[src/rtl/spy_pkg.sv]
// -----------------------------------------------------------------------------
// spy_pkg
// Shared definitions for the spy delay-path launch/capture controller.
//   state_t          : controller FSM states
//   DEF_*            : default widths and timing used by spy_path_sampler
//   counterWidth()   : bits needed for a down-counter that is loaded with maxVal
// -----------------------------------------------------------------------------
package spy_pkg;

  // One measurement trial walks LAUNCH -> WAIT -> CAPTURE -> COMPARE -> SETTLE.
  typedef enum logic [2:0] {
    IDLE    = 3'd0,
    LAUNCH  = 3'd1,
    WAIT    = 3'd2,
    CAPTURE = 3'd3,
    COMPARE = 3'd4,
    SETTLE  = 3'd5,
    DONE    = 3'd6
  } state_t;

  localparam int DEF_CNT_W         = 16;
  localparam int DEF_WAIT_W        = 8;
  localparam int DEF_SETTLE_CYCLES = 4;

  // Width of a counter that must hold values 0..maxVal, never narrower than 1.
  function automatic int counterWidth(input int maxVal);
    if (maxVal < 2) begin
      return 1;
    end
    return $clog2(maxVal + 1);
  endfunction

endpackage

[src/rtl/spy_path_sampler.sv]
// -----------------------------------------------------------------------------
// spy_path_sampler
// Launch/capture controller wrapped around a chained spy delay path. Each trial
// toggles the registered chain input, samples the chain output wait_cycles+1
// clock periods later and counts samples that disagree with the settled value.
// A non-zero err_count means the chain delay exceeds the capture window.
//
// Ports
//   clk          in   system clock
//   rst_n        in   asynchronous active-low reset
//   start        in   request a batch (only honoured in IDLE)
//   num_trials   in   trials per batch, latched on accept
//   wait_cycles  in   capture window, latched on accept
//   path_input   out  registered launch signal driving the chain input
//   path_result  in   chain output (no timing relation to clk by design)
//   busy         out  high from accept through the DONE cycle
//   done         out  one-cycle pulse at the end of a batch
//   err_count    out  mismatches of the last batch, held until next accept
//   last_sample  out  most recently captured path_result
// -----------------------------------------------------------------------------
module spy_path_sampler
  import spy_pkg::*;
#(
  parameter int CNT_W         = DEF_CNT_W,
  parameter int WAIT_W        = DEF_WAIT_W,
  parameter int SETTLE_CYCLES = DEF_SETTLE_CYCLES,
  parameter bit INVERTING     = 1'b0
) (
  input  logic              clk,
  input  logic              rst_n,
  input  logic              start,
  input  logic [CNT_W-1:0]  num_trials,
  input  logic [WAIT_W-1:0] wait_cycles,
  output logic              path_input,
  input  logic              path_result,
  output logic              busy,
  output logic              done,
  output logic [CNT_W-1:0]  err_count,
  output logic              last_sample
);

  localparam int SET_W = counterWidth(SETTLE_CYCLES);

  state_t            r_state;
  state_t            w_next_state;

  logic [CNT_W-1:0]  r_num_trials;
  logic [CNT_W-1:0]  r_trial;
  logic [CNT_W-1:0]  r_err_count;
  logic [WAIT_W-1:0] r_wait_cycles;
  logic [WAIT_W-1:0] r_wait_cnt;
  logic [SET_W-1:0]  r_settle_cnt;
  logic              r_path_input;
  logic              r_expected;
  logic              r_last_sample;

  logic              w_accept;
  logic              w_last_trial;

  // The trial counter is bumped in COMPARE, so the batch ends when the
  // incremented value would reach the latched trial count.
  assign w_accept     = (r_state == IDLE) && start;
  assign w_last_trial = ((r_trial + CNT_W'(1)) == r_num_trials);

  // State register.
  always_ff @(posedge clk or negedge rst_n) begin
    if (!rst_n) begin
      r_state <= IDLE;
    end else begin
      r_state <= w_next_state;
    end
  end

  // Next-state decode and state-derived outputs. The WAIT counter is loaded
  // with a non-zero value whenever WAIT is entered, so leaving on a count of
  // one gives exactly wait_cycles cycles in WAIT.
  always_comb begin
    w_next_state = r_state;
    busy         = 1'b1;
    done         = 1'b0;
    case (r_state)
      IDLE: begin
        busy = 1'b0;
        if (start) begin
          w_next_state = (num_trials == '0) ? DONE : LAUNCH;
        end
      end
      LAUNCH: begin
        w_next_state = (r_wait_cycles == '0) ? CAPTURE : WAIT;
      end
      WAIT: begin
        if (r_wait_cnt <= WAIT_W'(1)) begin
          w_next_state = CAPTURE;
        end
      end
      CAPTURE: begin
        w_next_state = COMPARE;
      end
      COMPARE: begin
        w_next_state = w_last_trial ? DONE : SETTLE;
      end
      SETTLE: begin
        if (r_settle_cnt <= SET_W'(1)) begin
          w_next_state = LAUNCH;
        end
      end
      DONE: begin
        done         = 1'b1;
        w_next_state = IDLE;
      end
      default: begin
        busy         = 1'b0;
        w_next_state = IDLE;
      end
    endcase
  end

  // Batch configuration and result counters. Inputs are only sampled on
  // accept, so later changes of num_trials or wait_cycles are ignored.
  always_ff @(posedge clk or negedge rst_n) begin
    if (!rst_n) begin
      r_num_trials  <= '0;
      r_wait_cycles <= '0;
      r_trial       <= '0;
      r_err_count   <= '0;
    end else begin
      if (w_accept) begin
        r_num_trials  <= num_trials;
        r_wait_cycles <= wait_cycles;
        r_trial       <= '0;
        r_err_count   <= '0;
      end else if (r_state == COMPARE) begin
        r_trial <= r_trial + CNT_W'(1);
        if (r_last_sample != r_expected) begin
          r_err_count <= r_err_count + CNT_W'(1);
        end
      end
    end
  end

  // Launch and capture registers. path_input toggles on the edge leaving
  // LAUNCH and is otherwise held, so it alternates polarity every trial and
  // persists across batches. The expected settled value follows the new
  // launch level through the chain parity.
  always_ff @(posedge clk or negedge rst_n) begin
    if (!rst_n) begin
      r_path_input  <= 1'b0;
      r_expected    <= 1'b0;
      r_last_sample <= 1'b0;
    end else begin
      if (r_state == LAUNCH) begin
        r_path_input <= ~r_path_input;
        r_expected   <= (~r_path_input) ^ INVERTING;
      end
      if (r_state == CAPTURE) begin
        r_last_sample <= path_result;
      end
    end
  end

  // Window and settle down-counters.
  always_ff @(posedge clk or negedge rst_n) begin
    if (!rst_n) begin
      r_wait_cnt   <= '0;
      r_settle_cnt <= '0;
    end else begin
      case (r_state)
        LAUNCH:  r_wait_cnt   <= r_wait_cycles;
        WAIT:    r_wait_cnt   <= r_wait_cnt - WAIT_W'(1);
        COMPARE: r_settle_cnt <= SET_W'(SETTLE_CYCLES);
        SETTLE:  r_settle_cnt <= r_settle_cnt - SET_W'(1);
        default: begin
        end
      endcase
    end
  end

  assign path_input  = r_path_input;
  assign err_count   = r_err_count;
  assign last_sample = r_last_sample;

endmodule

[config.mk]
export PLATFORM = sky130hd
export DESIGN_NAME = spy_path_sampler
export DESIGN_NICKNAME = d
export VERILOG_FILES = /design/src/rtl/spy_pkg.sv /design/src/rtl/spy_path_sampler.sv
export SDC_FILE = /design/constraint.sdc
export NUM_CORES = 1
export LEC_CHECK = 0
export ABC_AREA = 0
export BUFFER_PORTS_ARGS = -buffer_cell sky130_fd_sc_hd__buf_2
export CAP_MARGIN = 20
export CORE_UTILIZATION = 30
export DETAILED_ROUTE_END_ITERATION = 12
export GPL_ROUTABILITY_DRIVEN = 1
export PLACE_DENSITY = 0.57
export SLEW_MARGIN = 5
export SYNTH_ARGS = -nofsm -noshare
export SYNTH_HDL_FRONTEND = slang
export SYNTH_SLANG_ARGS = --single-unit
[constraint.sdc]
create_clock -name clk -period 2.5 [get_ports clk]
set_clock_uncertainty 0.05 [all_clocks]
set_input_delay 0.125 -clock clk [delete_from_list [all_inputs] [get_ports clk]]
set_output_delay 0.125 -clock clk [all_outputs]
set_load 0.05 [all_outputs]
==> results of run 1 <==
[cell type report]
| cell class | instances | area (um^2) |
|---|---|---|
| inverters | 11 | 41.3 |
| repair buffers | 79 | 543 |
| multi-input cells | 311 | 2080 |
| clock inverters | 5 | 81.3 |
| clock buffers | 11 | 233 |
| well taps | 172 | 215 |
| flip-flops and latches | 72 | 1800 |
| fillers | 1293 | 7830 |
[layout by cell type (no fill, tap or decap), types with 9 or more instances in the layout]
cell           instances
nor4_1                 9
buf_4                  9
a21oi_1               17
nand3_1               10
xnor2_1               16
clkbuf_16              9
buf_2                 47
dlygate4sd3_1         22
xor2_1                17
nand4_1                9
o21ai_0               36
mux2_2                27
inv_1                 10
dfrtp_1               72
nand2_1               45
and3_1                12
nor2_1                36
[worst max-delay path: stages (launching register included)]
cell and delay, ps:
dfrtp_1 460, ha_1 290, nand3_2 170, nor2_1 200
mux2_1 330, mux2_2 260, nor3_1 240, a41oi_1 140
[worst max path at each step]
stage	start	end	slack (ps)
floorplan	r_expected$_DFFE_PN0P_	err_count[11]$_DFFE_PN0P_	320
global placement	r_trial[0]$_DFFE_PN0P_	r_state[0]$_DFFE_PN0P_	280
detailed placement	r_trial[0]$_DFFE_PN0P_	r_state[0]$_DFFE_PN0P_	180
CTS	r_trial[0]$_DFFE_PN0P_	r_state[0]$_DFFE_PN0P_	150
global route	r_trial[0]$_DFFE_PN0P_	r_state[0]$_DFFE_PN0P_	2
finish	r_trial[0]$_DFFE_PN0P_	r_state[0]$_DFFE_PN0P_	210
[flip-flops by register name, indices dropped and copies added (netlist names)]
name,flops
r_wait_cnt,8
r_state,3
r_settle_cnt,3
r_num_trials,16
last_sample,1
err_count,16
r_expected,1
r_trial,16
r_wait_cycles,8
[power by group through the flow]
stage                     logic (uW)  registers [uW]  clock network, uW
after floorplan                 1420            1910                  0
after global placement          1840            1950                  0
after detailed placement        1860            1960                  0
after CTS                       1900            1950               1390
after global routing            2110            2010               1450
final                           1890            1950               1360
[kinds of logic (layout without fill, tap and decap cells)]
group	after synthesis	after routing
DFF	72	72
buffers and inverters	31	106
and+or+nand+nor	154	154
xor gates and xnor gates	33	33
muxes	32	32
AOI/OAI and AO/OA	86	86
adders and majority gates	6	6
[routing by layer]
| layer | routed length, um | GRT usage | up-vias |
|---|---|---|---|
| met5 | 0 | 0 | - |
| met4 | 144 | 0.0489 | 0 |
| met3 | 418 | 0.0373 | 12 |
| met2 | 4190 | 0.218 | 87 |
| met1 | 4700 | 0.200 | 1590 |
| li1 | - | - | 1625 |
[timing repair]
item / in CTS / in global routing
setup buffers: 0 / 0
hold buffers: 22 / 0
hold endpoints to repair: 48 / 0
gates resized for setup: 0 / 1
endpoints found under the setup margin: 0 / 2
[metrics by stage]
stage / setup slack [ps] / instance area, um^2
floorplan: 315 / 4010
global placement: 280 / 4460
detailed placement: 181 / 4460
CTS: 153 / 4990
global route: 1.86 / 5000
finish: 212 / 5000
==> run metrics, run 1 <==
HP Class=primary input to register; Core Rows=41; adder and majority cell fraction of the synthesized area=0.0187; clock net sink count=72; Synth area leaders=dfrtp_1, mux2_2, o21ai_0; Fin. Hold Viols=0; Critical Path Start Type=register; origin of the critical flop-to-flop path=r_trial[0]$_DFFE_PN0P_; Seq pwr share=0.375; Logic pwr share=0.363; Initial Util=0.313; Tmin final=2290 ps; chip width=118 um; syn_nets=448; WP data arrival=2420 ps; terminus of the critical flop-to-flop path=r_state[0]$_DFFE_PN0P_; Internal=3260 uW; Synth top area share=0.449; Remaining DRCs=0; top-count cell post-synth=dfrtp_1; critical path capture point type=register; clk_lat worst skew=330 ps; clock tree buffer depth=2; max cap viols=0; Async SR Flop Fraction=1.00; dominant synthesized flop cell=dfrtp_1; Netlist cell types=53; worst-path fanout max=7; largest family of logic cells by synthesized area=simple AND/OR/NAND/NOR gates; Die Ht=118 um; first-pass GRT wire length=16.1 mm; Post-synth EDFFs=0; DRT Pass-1 Iters=4; largest net degree at the start of global routing=46; via count=3,314; Avg Inst Size Synth=9.70 um^2; Buffers on Ports=47; WHS Path Cells=2; fraction of the mapped netlist area in simple logic gates=0.199; post-synthesis mux area share=0.0885; achievable clock frequency=0.437 GHz; Syn Std Cell Area=4010 um^2; sequential element share of the synthesized area=0.449; Endpoint, Worst Hold=r_num_trials[8]$_DFFE_PN0P_; Crit Path Class=register to register; Setup TNS=0 ps; Yosys reg bits=72; IO Count=48; Pwr per Cell Area=1040 nW/um^2; drt initial violations=220; Total Power=5190 uW; initial antenna violation count=0; routed len/inst=14.3 um; layout net count=518; Commonest cells post-synth=dfrtp_1, nand2_1, nor2_1, o21ai_0, mux2_2; placed cells=623; Layout area overhead=24.6%; CTS clk-pin slew, worst paths=60 ps; Root Buffer Master=clkbuf_16; Cells after Synth=414; Max H-tree Level=3; Vias per Instance=5.01; final hold slack=7.34 ps; post-synthesis compound-gate area fraction=0.140; Yosys warning count=0; TritonCTS clock tree=done; HPWL after DPL=6.68 mm; Least-Margin Pin Slew=963 ps; # setup viols final=0; final wirelength=9.45 mm; Synth Area in XOR/XNOR=0.0720; Final Cycle Share=0.915; RSZ-0062 raised after global routing=no; Peak supply drop=462 uV; max-slew violations=0; cells on worst reg2reg path=7; CTS buffer count=9; core area=12,800 um^2; switching share of power=0.372; cell taking the most area after synthesis=dfrtp_1; vias in the first global route=3,191; switching power=1930 uW; Total GRT Usage=0.145; status=complete, no violations; Min-Delay Startpoint=num_trials[8]; Clock Power Share=0.261; Overflow after GRT=0; Placer Congestion=0.864; final non-filler cell total=661; Finished Core Util=0.390; leakage=0.00218 uW; worst relative slew slack=0.356; layout cells sized above 1=0.229; critical path required time=2640 ps; die area=13,800 um^2; Antenna Nets Post-Route=0; reg-to-reg slack, setup=210 ps; number of diodes=0
No activity file was read; power rests on OpenSTA's default activity.
==> inputs of run 2 (changes only) <==
- clock period: 2.5 -> 2.6 ns (I/O delays scaled with it)
==> run metrics, run 2 (synthesized netlist as in run 1, its figures left out) <==
layout net count=508 (-1.9%); Fin. Hold Viols=50 (+50); worst-path fanout max=7 (unchanged); largest net degree at the start of global routing=73 (+59%); max-slew violations=0 (unchanged); Final Cycle Share=0.891 (-0.0245); Vias per Instance=5.02 (about the same); Total Power=4900 uW (-5.5%); Antenna Nets Post-Route=0 (unchanged); commonest cells after routing, fill and taps aside=dfrtp_1, buf_2, nand2_1, o21ai_0, nor2_1; critical path required time=2720 ps (+80 ps); drt initial violations=233 (+5.9%); via count=3,265 (-1.5%); CTS clk-pin slew, worst paths=60 ps (about the same); post-route cell area=4880 um^2 (-2.3%); Cell Area, Placed=4420 um^2 (-0.79%); final worst setup slack=284 ps (+72.1 ps); vias in the first global route=3,224 (+1.0%); DR top layer=met4; critical path capture point type=register; DRT Pass-1 Iters=4 (unchanged); WP data arrival=2440 ps (+20 ps); final wirelength=9.17 mm (-2.9%); number of diodes=0 (unchanged); met3 wire len=371 um (-11%); TritonCTS clock tree=done; die area=13,800 um^2 (unchanged); status=finished, violations left; Die Ht=118 um (unchanged); # setup viols final=0 (unchanged); Placer Congestion=0.867 (+0.25%); Remaining DRCs=0 (unchanged); met2 wire len=3.87 mm (-7.5%); Setup TNS=0 ps (unchanged); achievable clock frequency=0.432 GHz (-1.2%); Root Buffer Master=clkbuf_16; Worst Setup SP=r_trial[0]$_DFFE_PN0P_; routed len/inst=14.1 um (-1.4%); Fill cells=1,316 (+1.8%); Tmin final=2320 ps (+27.9 ps); worst relative slew slack=0.392 (+0.0368); Pwr per Cell Area=1000 nW/um^2 (-3.3%); first-pass GRT wire length=16.0 mm (-0.30%); Core Rows=41 (unchanged); Initial Util=0.313 (unchanged); HP Class=primary input to asynchronous set/reset pin; clk_lat worst skew=330 ps (about the same); IO Count=48 (unchanged); origin of the critical flop-to-flop path=r_trial[0]$_DFFE_PN0P_; RSZ-0062 raised after global routing=no; Buffers on Ports=47 (unchanged); failing checks=hold timing; Setup WS pre-CTS=310 ps (+129 ps); Overflow after GRT=0 (unchanged); Layout area overhead=21.7%; multi-input gate area in the final layout=2080 um^2 (-0.18%); setup bufs post-CTS=0 (unchanged); final hold slack=-32.7 ps (-40.0 ps); Peak supply drop=414 uV (-10%); Crit Path Class=register to register; met1 WL=4.81 mm (+2.3%); initial antenna violation count=0 (unchanged); max cap viols=0 (unchanged); CTS buffer count=9 (unchanged); leakage=0.00212 uW (-2.4%); Max H-tree Level=3 (unchanged); clock tree buffer depth=2 (unchanged); clock net sink count=72 (unchanged); chip width=118 um (unchanged); Least-Margin Pin Slew=911 ps (-51.6 ps); Critical Path Start Type=register; Reg area=1800 um^2 (unchanged); HPWL after DPL=6.43 mm (-3.7%); commonest non-fill, non-tap cell in the layout=dfrtp_1; core area=12,800 um^2 (unchanged); layout cells sized above 1=0.232 (+0.00269); Total GRT Usage=0.144 (-0.00110)
## run 2: report_power, final
group	switching, uW	total, uW	internal [uW]
Clock	463	1250	791
Sequential	425	1890	1460
Combinational	951	1760	809
## run 2: area by class of cell
type / instances / area share
timing repair buffer: 69 / 0.0897
clock inverter: 5 / 0.0113
multi-input combinational: 311 / 0.426
clock buffer: 11 / 0.0517
tap: 172 / 0.0441
inverter: 11 / 0.00845
sequential: 72 / 0.369
## run 2: routing by layer
metal | GRT usage | vias up
li1 | - | 1613
met3 | 0.0344 | 9
met2 | 0.209 | 80
met5 | 0 | -
met4 | 0.0505 | 0
met1 | 0.205 | 1563
## run 2: path summary, 6_finish.rpt
check | slack (ps) | depth (start not counted) | endpoint
worst max register to register | 280 | 8 | r_state[0]$_DFFE_PN0P_
max in group asynchronous | 1940 | 2 | r_wait_cycles[3]$_DFFE_PN0P_
worst max-delay path | 280 | 8 | r_state[0]$_DFFE_PN0P_
worst min register to register | 450 | 1 | r_trial[15]$_DFFE_PN0P_
worst min-delay path | -30 | 2 | r_num_trials[2]$_DFFE_PN0P_
min in group clk | 10 | 2 | r_num_trials[2]$_DFFE_PN0P_
## run 2: timing repair
| item | in CTS | in global routing |
|---|---|---|
| resized for setup | 0 | 1 |
| hold endpoints to repair | 15 | 0 |
| hold buffers | 15 | 0 |
| setup endpoints to repair | 0 | 1 |
## run 2: critical path, stage by stage, from the launching register on
cell     delay (ps)
dfrtp_1         440
ha_1            290
nand3_2         180
nor2_1          210
buf_4           160
nand3_1         110
mux2i_1         160
nor4_1          400
a41oi_1         160
## run 2: per-stage QoR
step	hold slack (ps)	util	std cells
floorplan	-216	-	414
global placement	312	0.345	620
detailed placement	318	0.345	620
CTS	0.523	0.381	651
global route	5.66	0.381	651
finish	-32.7	0.381	651
